[config.mk]
export PLATFORM = sky130hd
export DESIGN_NAME = rtc_addr_shadow_mem_flat
export DESIGN_NICKNAME = d
export VERILOG_FILES = /design/src/rtl/rtc_addr_shadow_mem_if.sv /design/src/rtl/rtc_addr_shadow_mem.sv /design/src/flat_wrapper.sv
export SDC_FILE = /design/constraint.sdc
export NUM_CORES = 1
export LEC_CHECK = 0
export BUFFER_PORTS_ARGS = -buffer_cell sky130_fd_sc_hd__buf_2
export CAP_MARGIN = 20
export CORE_MARGIN = 1
export CORE_UTILIZATION = 57
export CTS_BUF_LIST = sky130_fd_sc_hd__clkbuf_16
export DETAILED_ROUTE_END_ITERATION = 12
export PLACE_DENSITY = 0.81
export SYNTH_ARGS = -nofsm -noshare
export SYNTH_HDL_FRONTEND = slang
export SYNTH_SLANG_ARGS = --single-unit
[constraint.sdc]
create_clock -name clk -period 3.4 [get_ports clk]
set_input_delay 0.17 -clock clk [delete_from_list [all_inputs] [get_ports clk]]
set_output_delay 0.17 -clock clk [all_outputs]
set_load 0.02 [all_outputs]
[src/rtl/rtc_addr_shadow_mem_if.sv]
// RTC bus transaction channel between the bus controller (master) and the
// address translator / shadow file (slave).
interface rtc_addr_shadow_mem_if #(
    parameter int ADDR_W = 8,
    parameter int DATA_W = 8,
    parameter int IDX_W  = 4
);
    logic              bus_valid;
    logic              bus_ready;
    logic              bus_we;
    logic [ADDR_W-1:0] bus_addr;
    logic [DATA_W-1:0] bus_data;
    logic              idx_valid;
    logic [IDX_W-1:0]  idx_out;
    logic              idx_hit;

    modport master (
        output bus_valid, bus_we, bus_addr, bus_data,
        input  bus_ready, idx_valid, idx_out, idx_hit
    );

    modport slave (
        input  bus_valid, bus_we, bus_addr, bus_data,
        output bus_ready, idx_valid, idx_out, idx_hit
    );
endinterface

[src/rtl/rtc_addr_shadow_mem.sv]
// RTC address translator: maps the time and timer windows onto dense shadow
// indices, keeps a shadow copy of written data with dirty flags, counts misses.
module rtc_addr_shadow_mem #(
    parameter int                ADDR_W     = 8,
    parameter int                DATA_W     = 8,
    parameter logic [ADDR_W-1:0] TIME_BASE  = 8'h21,
    parameter int                N_TIME     = 7,
    parameter logic [ADDR_W-1:0] TIMER_BASE = 8'h41,
    parameter int                N_TIMER    = 3,
    parameter int                DEPTH      = N_TIME + N_TIMER,
    parameter int                IDX_W      = 4
) (
    input  logic                 clk,
    input  logic                 reset,
    rtc_addr_shadow_mem_if.slave bus,
    output logic [7:0]           miss_cnt,
    input  logic [IDX_W-1:0]     rd_idx,
    output logic [DATA_W-1:0]    rd_data,
    output logic [DEPTH-1:0]     dirty,
    input  logic [DEPTH-1:0]     clr_dirty,
    input  logic                 clr_all,
    output logic                 busy
);
    localparam logic [IDX_W-1:0]  INVALID   = '1;
    localparam logic [IDX_W-1:0]  LAST      = IDX_W'(DEPTH - 1);
    localparam logic [IDX_W-1:0]  DEPTH_I   = IDX_W'(DEPTH);
    localparam logic [ADDR_W:0]   TIME_END  = {1'b0, TIME_BASE} + (ADDR_W+1)'(N_TIME);
    localparam logic [ADDR_W:0]   TIMER_END = {1'b0, TIMER_BASE} + (ADDR_W+1)'(N_TIMER);

    typedef enum logic {CLEAR, RUN} state_t;

    // Returns {hit, index}; window bounds compared one bit wider so BASE+N cannot wrap.
    function automatic logic [IDX_W:0] translate(input logic [ADDR_W-1:0] addr);
        logic [ADDR_W:0] a;
        a = {1'b0, addr};
        if (a >= {1'b0, TIME_BASE} && a < TIME_END)
            return {1'b1, IDX_W'(addr - TIME_BASE)};
        if (a >= {1'b0, TIMER_BASE} && a < TIMER_END)
            return {1'b1, IDX_W'(N_TIME) + IDX_W'(addr - TIMER_BASE)};
        return {1'b0, INVALID};
    endfunction

    function automatic logic [7:0] sat_inc(input logic [7:0] v);
        return (v == 8'hFF) ? v : v + 8'd1;
    endfunction

    state_t           state;
    logic [IDX_W-1:0] ptr;
    logic             ready_r;
    logic             vld_p1;
    logic [IDX_W-1:0] idx_p1;
    logic             hit_p1;
    logic [DATA_W-1:0] shadow [DEPTH];

    // Stage 0: acceptance and combinational translation of the bus inputs
    logic             acc_p0;
    logic [IDX_W:0]   xl_p0;
    logic             hit_p0;
    logic [IDX_W-1:0] idx_p0;
    logic             wr_p0;
    logic [DEPTH-1:0] set_mask_p0;

    assign acc_p0 = bus.bus_valid & ready_r;
    assign xl_p0  = translate(bus.bus_addr);
    assign hit_p0 = xl_p0[IDX_W];
    assign idx_p0 = xl_p0[IDX_W-1:0];
    // A write accepted together with clr_all is dropped; the sweep would erase it anyway.
    assign wr_p0  = acc_p0 & hit_p0 & bus.bus_we & ~clr_all & ~reset;

    always_comb begin
        set_mask_p0 = '0;
        if (wr_p0) set_mask_p0[idx_p0] = 1'b1;
    end

    // Stage 1: registered translation result, counters, control FSM
    always_ff @(posedge clk) begin
        if (reset) begin
            state    <= CLEAR;
            ptr      <= '0;
            ready_r  <= 1'b0;
            busy     <= 1'b1;
            vld_p1   <= 1'b0;
            idx_p1   <= INVALID;
            hit_p1   <= 1'b0;
            miss_cnt <= '0;
            rd_data  <= '0;
            dirty    <= '0;
        end else begin
            vld_p1  <= acc_p0;
            rd_data <= (rd_idx < DEPTH_I) ? shadow[rd_idx] : '0;
            if (acc_p0) begin
                idx_p1 <= idx_p0;
                hit_p1 <= hit_p0;
                if (!hit_p0) miss_cnt <= sat_inc(miss_cnt);
            end
            case (state)
                CLEAR: begin
                    dirty <= '0;
                    if (clr_all) begin
                        ptr <= '0;
                    end else if (ptr == LAST) begin
                        state   <= RUN;
                        busy    <= 1'b0;
                        ready_r <= 1'b1;
                    end else begin
                        ptr <= ptr + 1'b1;
                    end
                end
                RUN: begin
                    if (clr_all) begin
                        state   <= CLEAR;
                        ptr     <= '0;
                        busy    <= 1'b1;
                        ready_r <= 1'b0;
                        dirty   <= '0;
                    end else begin
                        dirty <= (dirty & ~clr_dirty) | set_mask_p0;
                    end
                end
                default: state <= CLEAR;
            endcase
        end
    end

    always_ff @(posedge clk) begin
        if (!reset) begin
            if (state == CLEAR)
                shadow[ptr] <= '0;
            else if (wr_p0)
                shadow[idx_p0] <= bus.bus_data;
        end
    end

    assign bus.bus_ready = ready_r;
    assign bus.idx_valid = vld_p1;
    assign bus.idx_out   = idx_p1;
    assign bus.idx_hit   = hit_p1;
endmodule
[src/flat_wrapper.sv]
// flat-port wrapper written by rule: the top's interface ports become plain ports
module rtc_addr_shadow_mem_flat 
#(
    parameter int                ADDR_W     = 8,
    parameter int                DATA_W     = 8,
    parameter logic [ADDR_W-1:0] TIME_BASE  = 8'h21,
    parameter int                N_TIME     = 7,
    parameter logic [ADDR_W-1:0] TIMER_BASE = 8'h41,
    parameter int                N_TIMER    = 3,
    parameter int                DEPTH      = N_TIME + N_TIMER,
    parameter int                IDX_W      = 4
)
  (clk, reset, miss_cnt, rd_idx, rd_data, dirty, clr_dirty, clr_all, busy, bus_bus_valid, bus_bus_we, bus_bus_addr, bus_bus_data, bus_bus_ready, bus_idx_valid, bus_idx_out, bus_idx_hit);
  rtc_addr_shadow_mem_if #(.ADDR_W(ADDR_W), .DATA_W(DATA_W), .IDX_W(IDX_W)) bus_i ();
  input  logic clk;
  input  logic reset;
  output logic [7:0] miss_cnt;
  input  logic [IDX_W-1:0] rd_idx;
  output logic [DATA_W-1:0] rd_data;
  output logic [DEPTH-1:0] dirty;
  input  logic [DEPTH-1:0] clr_dirty;
  input  logic clr_all;
  output logic busy;
  input wire logic [$bits(bus_i.bus_valid)-1:0] bus_bus_valid;
  input wire logic [$bits(bus_i.bus_we)-1:0] bus_bus_we;
  input wire logic [$bits(bus_i.bus_addr)-1:0] bus_bus_addr;
  input wire logic [$bits(bus_i.bus_data)-1:0] bus_bus_data;
  output wire logic [$bits(bus_i.bus_ready)-1:0] bus_bus_ready;
  output wire logic [$bits(bus_i.idx_valid)-1:0] bus_idx_valid;
  output wire logic [$bits(bus_i.idx_out)-1:0] bus_idx_out;
  output wire logic [$bits(bus_i.idx_hit)-1:0] bus_idx_hit;
  assign bus_i.bus_valid = bus_bus_valid;
  assign bus_i.bus_we = bus_bus_we;
  assign bus_i.bus_addr = bus_bus_addr;
  assign bus_i.bus_data = bus_bus_data;
  assign bus_bus_ready = bus_i.bus_ready;
  assign bus_idx_valid = bus_i.idx_valid;
  assign bus_idx_out = bus_i.idx_out;
  assign bus_idx_hit = bus_i.idx_hit;
  rtc_addr_shadow_mem #(.ADDR_W(ADDR_W), .DATA_W(DATA_W), .TIME_BASE(TIME_BASE), .N_TIME(N_TIME), .TIMER_BASE(TIMER_BASE), .N_TIMER(N_TIMER), .DEPTH(DEPTH), .IDX_W(IDX_W)) u_core (.clk(clk), .reset(reset), .bus(bus_i), .miss_cnt(miss_cnt), .rd_idx(rd_idx), .rd_data(rd_data), .dirty(dirty), .clr_dirty(clr_dirty), .clr_all(clr_all), .busy(busy));
endmodule
==> impl_summary.log, run 1 <==
[metrics] die boundary height: 97.0 um
[metrics] depth of the worst register-to-register path: 5
[metrics] syn nets: 422
[metrics] number of instances on the worst hold path: 3
[metrics] routability-driven placement congestion ratio: 0.935
[metrics] global-route congestion overflow total: 0
[metrics] final hold violation count: 0
[metrics] insertion delay of the later-clocked pin in the worst-skew pair: 410 ps
[metrics] I/O pin count: 69
[metrics] Area growth syn-to-layout: 20.8%
[metrics] residual antenna-violating net count after detailed routing: 0
[metrics] HP Class: in -> reg
[metrics] count of yosys warnings during synthesis: 0
[metrics] clock buffers created by TritonCTS: 17
[metrics] post-route clock period utilization: 0.767
[metrics] clock slew seen by the registers of the worst setup and hold paths: 50 ps
[metrics] HPWL after DPL: 7.38 mm
[metrics] cell-internal power: 2.75 mW
[metrics] clock network fraction of design power: 0.508
[metrics] maximum fanout along the worst path: 10
[metrics] row count: 34
[metrics] crit path capture type: flip-flop
[metrics] sequential group share of total power: 0.446
[metrics] number of gates resized after cts: 0
[metrics] unrepaired setup endpoints after global routing: no
[metrics] number of input and output port buffers inserted: 68
[metrics] TritonCTS Sinks: 119
[metrics] final design area excluding fillers: 6220 um2
[metrics] Remaining DRCs: 0
[metrics] global-route usage over all layers: 0.250
[metrics] worst-path cell with the longest stage delay: dfxtp_1
[metrics] die outline width: 97.0 um
[metrics] dominant register cell in the synthesized netlist: edfxtp_1
[metrics] Die ar.: 9410 um2
[metrics] critical path arrival: 2640 ps
[metrics] count of flip-flops with a built-in enable after synthesis: 80
[metrics] drt first pass iters: 4
[metrics] leading cell types in the layout, fill and taps excluded: edfxtp_1, buf_2, dfxtp_1
[metrics] global-route wire length before repair: 17.7 mm
[metrics] root buffer cell: clkbuf_16
[metrics] average via count per standard cell: 5.88
[metrics] post-CTS setup buffer count: 0
[metrics] H-tree depth reported by CTS: 4
[metrics] post-synthesis cell type count: 56
[metrics] worst path cell trace: nor3b_4, nand3_2, nor4_1, o21ai_1, o32ai_2
[metrics] number of DRC violations after detailed-routing iteration 0: 162
[metrics] pwr dens: 558 nW/um2
[metrics] floorplan core area: 8720 um2
[metrics] post-synth design cell area: 5150 um2
[metrics] maximum frequency from static timing analysis: 383 MHz
[metrics] final number of max-transition violations: 0
[metrics] setup total negative slack: 0 ps
[metrics] routed vias: 3420
[metrics] Avg Inst Size Synth: 13.5 um2
[metrics] startpoint kind of the worst setup timing path: flip-flop
[metrics] number of hold buffers added after CTS: 0
[metrics] worst hold slack: 22.5 ps
[metrics] fraction of the yosys area taken by sequential cells: 0.619
[metrics] peak per-stage delay on the critical path: 520 ps
[metrics] Worst slew margin: 0.509
[metrics] most common library cell in the layout ignoring fill and taps: edfxtp_1
[metrics] count of endpoints failing setup in the final report: 0
[metrics] cell count after synthesis: 380
[metrics] fraction of power spent switching nets: 0.208
[metrics] Total Routed Length: 11.1 mm
[metrics] combinational power share: 0.046
[metrics] Crit Path Category: reg -> reg
[metrics] run status: complete, no violations
[metrics] Leakage Power: 2.35 nW
[metrics] max-capacitance violation count: 0
[metrics] antenna violations before repair: 0
[metrics] Initial Util: 0.590
[metrics] vias in the first global route: 3458
[metrics] critical path data required time: 3430 ps
[metrics] transition time of the tightest slew-check pin: 736 ps
[metrics] worst setup skew after layout: 8.27 ps
[metrics] FF+latch count, synth: 119
[metrics] TritonCTS clock tree: yes
[metrics] diodes inserted: 0
[metrics] share of final-layout standard cells stronger than drive strength 1: 0.291
[metrics] pin count of the biggest net entering global routing: 22
[metrics] number of buffers between clock root and the deepest sink: 2
[metrics] switching power total: 721 uW
[metrics] total power: 3.47 mW
[metrics] Synth async-reset ratio: 0
[metrics] number of nets at the end of the flow: 503
[metrics] area post-placement: 5630 um2
[metrics] routed length per placed instance: 19.0 um
[metrics] worst voltage drop across the vdd grid: 0.387 mV
[metrics] clock period minus final worst setup slack: 2610 ps
[final cells by class]
class	count	area, um2
inverter	8	30.0
clock inverter	15	161
clock buffer	17	425
fill	590	2500
tap	108	135
sequential	119	3180
multi-input combinational	237	1870
timing repair buffer	78	415
[power by group through the flow]
| stage | Clock [mW] | Sequential [mW] | Combinational [mW] |
|---|---|---|---|
| 2_1_floorplan | 0 | 1.58 | 0.0965 |
| 5_1_grt | 1.84 | 1.55 | 0.172 |
| 4_1_cts | 1.78 | 1.55 | 0.160 |
| 3_5_place_dp | 0 | 1.58 | 0.157 |
| 3_3_place_gp | 0 | 1.58 | 0.154 |
| 6_report | 1.76 | 1.55 | 0.159 |
[metal layers]
metal / wire [um] / vias up / GRT usage
li1: - / 1615 / -
met3: 470 / 18 / 0.0607
met5: 0 / - / 0
met4: 174 / 0 / 0.0896
met2: 5850 / 128 / 0.437
met1: 4580 / 1659 / 0.300
[logic make-up (layout without fill, tap and decap cells)]
group / count (synthesis) / count (layout) / share of synthesized area
buffers and inverters: 24 / 118 / 0.0185
AND/OR/NAND/NOR: 123 / 123 / 0.140
AO/OA/AOI/OAI: 71 / 71 / 0.0999
XOR/XNOR: 10 / 10 / 0.0170
flip-flops: 119 / 119 / 0.619
multiplexers: 26 / 26 / 0.0895
adder cells (fa/ha/maj): 7 / 7 / 0.0170
[registers in the layout, indices dropped and copies added, names as in the netlist]
signal / flops
u_core.shadow: 80
u_core.dirty: 10
u_core.miss_cnt: 8
u_core.rd_data: 8
u_core.bus.idx_out: 4
u_core.ptr: 4
u_core.bus.bus_ready: 1
u_core.bus.idx_hit: 1
u_core.bus.idx_valid: 1
u_core.busy: 1
u_core.state: 1
[final timing paths]
kind,start,to,slack [ps]
hold reg to reg,u_core.bus.idx_out[0],u_core.bus.idx_out[0],460
hold / removal,clr_dirty[5],u_core.dirty[5],20
setup / recovery,u_core.state,u_core.shadow[4][2],790
setup reg to reg,u_core.state,u_core.shadow[4][2],790
[Yosys cell counts, drive strengths merged (8+ instances only)]
master	number	area [um2]
edfxtp	80	2400
dfxtp	39	781
nor2	27	104
nand2	23	86.3
a211oi	18	135
mux4	16	360
a21oi	15	75.1
o21ai	15	75.1
clkbuf	11	41.3
and2	10	62.6
mux2i	10	100
nand2b	10	62.6
nor2b	10	62.6
xnor2	9	78.8
inv	8	30.0
nand3b	8	60.1
[metrics by stage]
step	std cells	worst slack (ps)	util
2_1_floorplan	380	742	-
5_1_grt	582	579	0.713
6_report	582	792	0.713
3_5_place_dp	550	503	0.646
3_3_place_gp	550	629	0.646
4_1_cts	582	834	0.713
[worst max-delay path: cells and delay by family, from the launching register on]
kind	cells	cell delay, ps
simple gates	3	1060
flops	1	520
compound gates	2	650
Note: power is estimated with default switching activity, not from simulation.
==> run 2, diff against run 1 <==
clock period = 2.7 ns   (was 3.4 ns; I/O delays follow)
==> run 2 against run 1 <==
  * Power increased by 29%
  * Via count increased by 6.3%
  * Non-clock buffer count grew 15
  * Highest routed layer unchanged
  * Fmax increased by 13%
  * Routed wire length is 2.4% higher
  * Die area is the same
==> impl_summary.log, run 2 (same netlist as run 1, synthesis figures left out) <==
[metrics] share of final-layout standard cells stronger than drive strength 1: 0.290 (-0.000751)
[metrics] Total Routed Length: 11.3 mm (+2.4%)
[metrics] Largest regs: u_core.shadow x80, u_core.dirty x10
[metrics] maximum fanout along the worst path: 16 (+6)
[metrics] insertion delay of the later-clocked pin in the worst-skew pair: 410 ps (about the same)
[metrics] Register Area: 3180 um2 (unchanged)
[metrics] TritonCTS Sinks: 119 (unchanged)
[metrics] critical path arrival: 2410 ps (-230 ps)
[metrics] total power: 4.47 mW (+29%)
[metrics] area occupied by multi-input gates: 1870 um2 (unchanged)
[metrics] area post-placement: 5660 um2 (+0.53%)
[metrics] drt first pass iters: 5 (+1)
[metrics] leading cell types in the layout, fill and taps excluded: edfxtp_1, buf_2, dfxtp_1
[metrics] routed vias: 3636 (+6.3%)
[metrics] worst-path cell with the longest stage delay: dfxtp_1
[metrics] Crit Path Category: reg -> reg
[metrics] global-route congestion overflow total: 0 (unchanged)
[metrics] utilization after layout: 0.733 (+0.0201)
[metrics] run status: complete, no violations
[metrics] antenna violations before repair: 0 (unchanged)
[metrics] die outline width: 97.0 um (unchanged)
[metrics] DP Worst Slack: 120 ps (-383 ps)
[metrics] combinational power share: 0.048 (+0.002)
[metrics] final design area excluding fillers: 6390 um2 (+2.8%)
[metrics] average via count per standard cell: 6.09 (+3.6%)
[metrics] number of nets at the end of the flow: 518 (+3.0%)
[metrics] final number of max-transition violations: 0 (unchanged)
[metrics] worst setup skew after layout: 12.7 ps (+4.43 ps)
[metrics] vias in the first global route: 3544 (+2.5%)
[metrics] final hold violation count: 0 (unchanged)
[metrics] count of buffering cells on the critical path with inverters included: 1 (+1)
[metrics] sequential group share of total power: 0.436 (-0.010)
[metrics] switching power total: 920 uW (+28%)
[metrics] Remaining DRCs: 0 (unchanged)
[metrics] total placed cells including tap cells: 554 (+0.73%)
[metrics] clock buffers created by TritonCTS: 17 (unchanged)
[metrics] floorplan core area: 8720 um2 (unchanged)
[metrics] depth of the worst register-to-register path: 6 (+1)
[metrics] critical path data required time: 2800 ps (-630 ps)
[metrics] Biggest register: u_core.shadow
[metrics] worst hold slack: 52.4 ps (+29.8 ps)
[metrics] smallest setup slack after layout: 386 ps (-405 ps)
[metrics] category of cells accounting for the largest share of critical-path delay: simple AND/OR/NAND/NOR gates
[metrics] layout filler cell count: 544 (-7.8%)
[metrics] global-route wire length before repair: 18.1 mm (+2.4%)
[metrics] Die ar.: 9410 um2 (unchanged)
[metrics] maximum frequency from static timing analysis: 432 MHz (+13%)
[metrics] pwr dens: 700 nW/um2 (+25%)
[metrics] max-capacitance violation count: 0 (unchanged)
[metrics] pin count of the biggest net entering global routing: 18 (-18%)
[metrics] root buffer cell: clkbuf_16
[metrics] Leakage Power: 2.44 nW (+4.1%)
[metrics] clock period minus final worst setup slack: 2310 ps (-295 ps)
[metrics] fraction of power spent switching nets: 0.206 (-0.00209)
[metrics] TritonCTS clock tree: yes
[metrics] residual antenna-violating net count after detailed routing: 0 (unchanged)
[metrics] worst path cell trace: nor3b_4, nand3_2, nor2_2, nand3_1, a21oi_1, buf_4
[metrics] Finished Layout Cells: 597 (+2.6%)
[metrics] clock network fraction of design power: 0.516 (+0.008)
[metrics] Initial Util: 0.590 (unchanged)
[metrics] startpoint kind of the worst setup timing path: flip-flop
[metrics] worst voltage drop across the vdd grid: 0.401 mV (+3.7%)
[metrics] count of endpoints failing setup in the final report: 0 (unchanged)
[metrics] I/O pin count: 69 (unchanged)
[metrics] crit path capture type: flip-flop
[metrics] number of instances on the worst hold path: 3 (unchanged)
[metrics] die boundary height: 97.0 um (unchanged)
[metrics] unrepaired setup endpoints after global routing: no
[metrics] number of DRC violations after detailed-routing iteration 0: 224 (+38%)
[metrics] number of flip-flops under the largest register name: 80 (unchanged)
[metrics] HP Class: in -> reg
[metrics] number of buffers between clock root and the deepest sink: 2 (unchanged)
[metrics] diodes inserted: 0 (unchanged)
[metrics] setup total negative slack: 0 ps (unchanged)
[metrics] number of input and output port buffers inserted: 68 (unchanged)
[metrics] HPWL after DPL: 7.34 mm (-0.54%)
[metrics] routed length per placed instance: 19.0 um (-0.21%)
[metrics] row count: 34 (unchanged)
[metrics] H-tree depth reported by CTS: 4 (unchanged)
[metrics] cell-internal power: 3.55 mW (+29%)
[metrics] Worst path depth: 6 (+1)
[metrics] Worst slew margin: 0.581 (+0.0718)
[metrics] most common library cell in the layout ignoring fill and taps: edfxtp_1
[metrics] post-route clock period utilization: 0.857 (+0.0898)
[metrics] peak per-stage delay on the critical path: 510 ps (about the same)
[metrics] Area growth syn-to-layout: 24.2%
[metrics] routability-driven placement congestion ratio: 0.888 (-5.0%)
[metrics] clock slew seen by the registers of the worst setup and hold paths: 60 ps (about the same)
[metrics] global-route usage over all layers: 0.257 (+0.00690)
[metrics] transition time of the tightest slew-check pin: 626 ps (-110 ps)
## run 2: changes by cell type in the layout (fill, tap and decap cells not counted), sizes merged
| cell | previous run | this run |
|---|---|---|
| dlygate4sd3 | 0 | 11 |
| buf | 78 | 82 |
| clkbuf | 17 | 20 |
| clkinvlp | 3 | 0 |
| bufinv | 3 | 2 |
| clkinv | 7 | 8 |
## run 2: power groups by stage
stage	Combinational (mW)	Sequential (mW)	Clock, mW
floorplan	0.122	1.99	0
global placement	0.194	1.99	0
detailed placement	0.199	1.99	0
CTS	0.214	1.95	2.33
global route	0.233	1.95	2.41
finish	0.214	1.95	2.31
## run 2: routing by layer
metal  track usage  vias to the layer above  share of wire  wire length [um]
met5             0                        -              0                 0
li1              -                     1653              -                 -
met1         0.317                     1769           0.41              4650
met4         0.118                        0          0.028               320
met3        0.0824                       29          0.065               739
met2         0.412                      185           0.50              5620
## run 2: worst paths after layout
| path | from | to | slack [ps] |
|---|---|---|---|
| setup / recovery | u_core.state | u_core.shadow[8][5] | 390 |
| hold reg to reg | u_core.bus.idx_out[0] | u_core.bus.idx_out[0] | 460 |
| hold / removal | bus_bus_valid | u_core.bus.idx_out[1] | 50 |
| setup reg to reg | u_core.state | u_core.shadow[8][5] | 390 |
## run 2: area by class of cell
class / instances / share of cell area
well taps: 108 / 0.0211
repair buffers: 93 / 0.0869
clock inverters: 12 / 0.0190
inverters: 8 / 0.00470
flip-flops and latches: 119 / 0.498
clock buffers: 20 / 0.0783
multi-input cells: 237 / 0.292
## run 2: repair_timing
item,in CTS,in global routing
resized for setup,0,0
buffers inserted,0,0
endpoints found under the hold margin,11,0
hold buffers,11,0
## run 2: worst register-to-register path, cell delays in order (launching register included)
cell and delay (ps):
dfxtp_1 510, nor3b_4 290, nand3_2 150, nor2_2 470
nand3_1 130, a21oi_1 230, buf_4 230
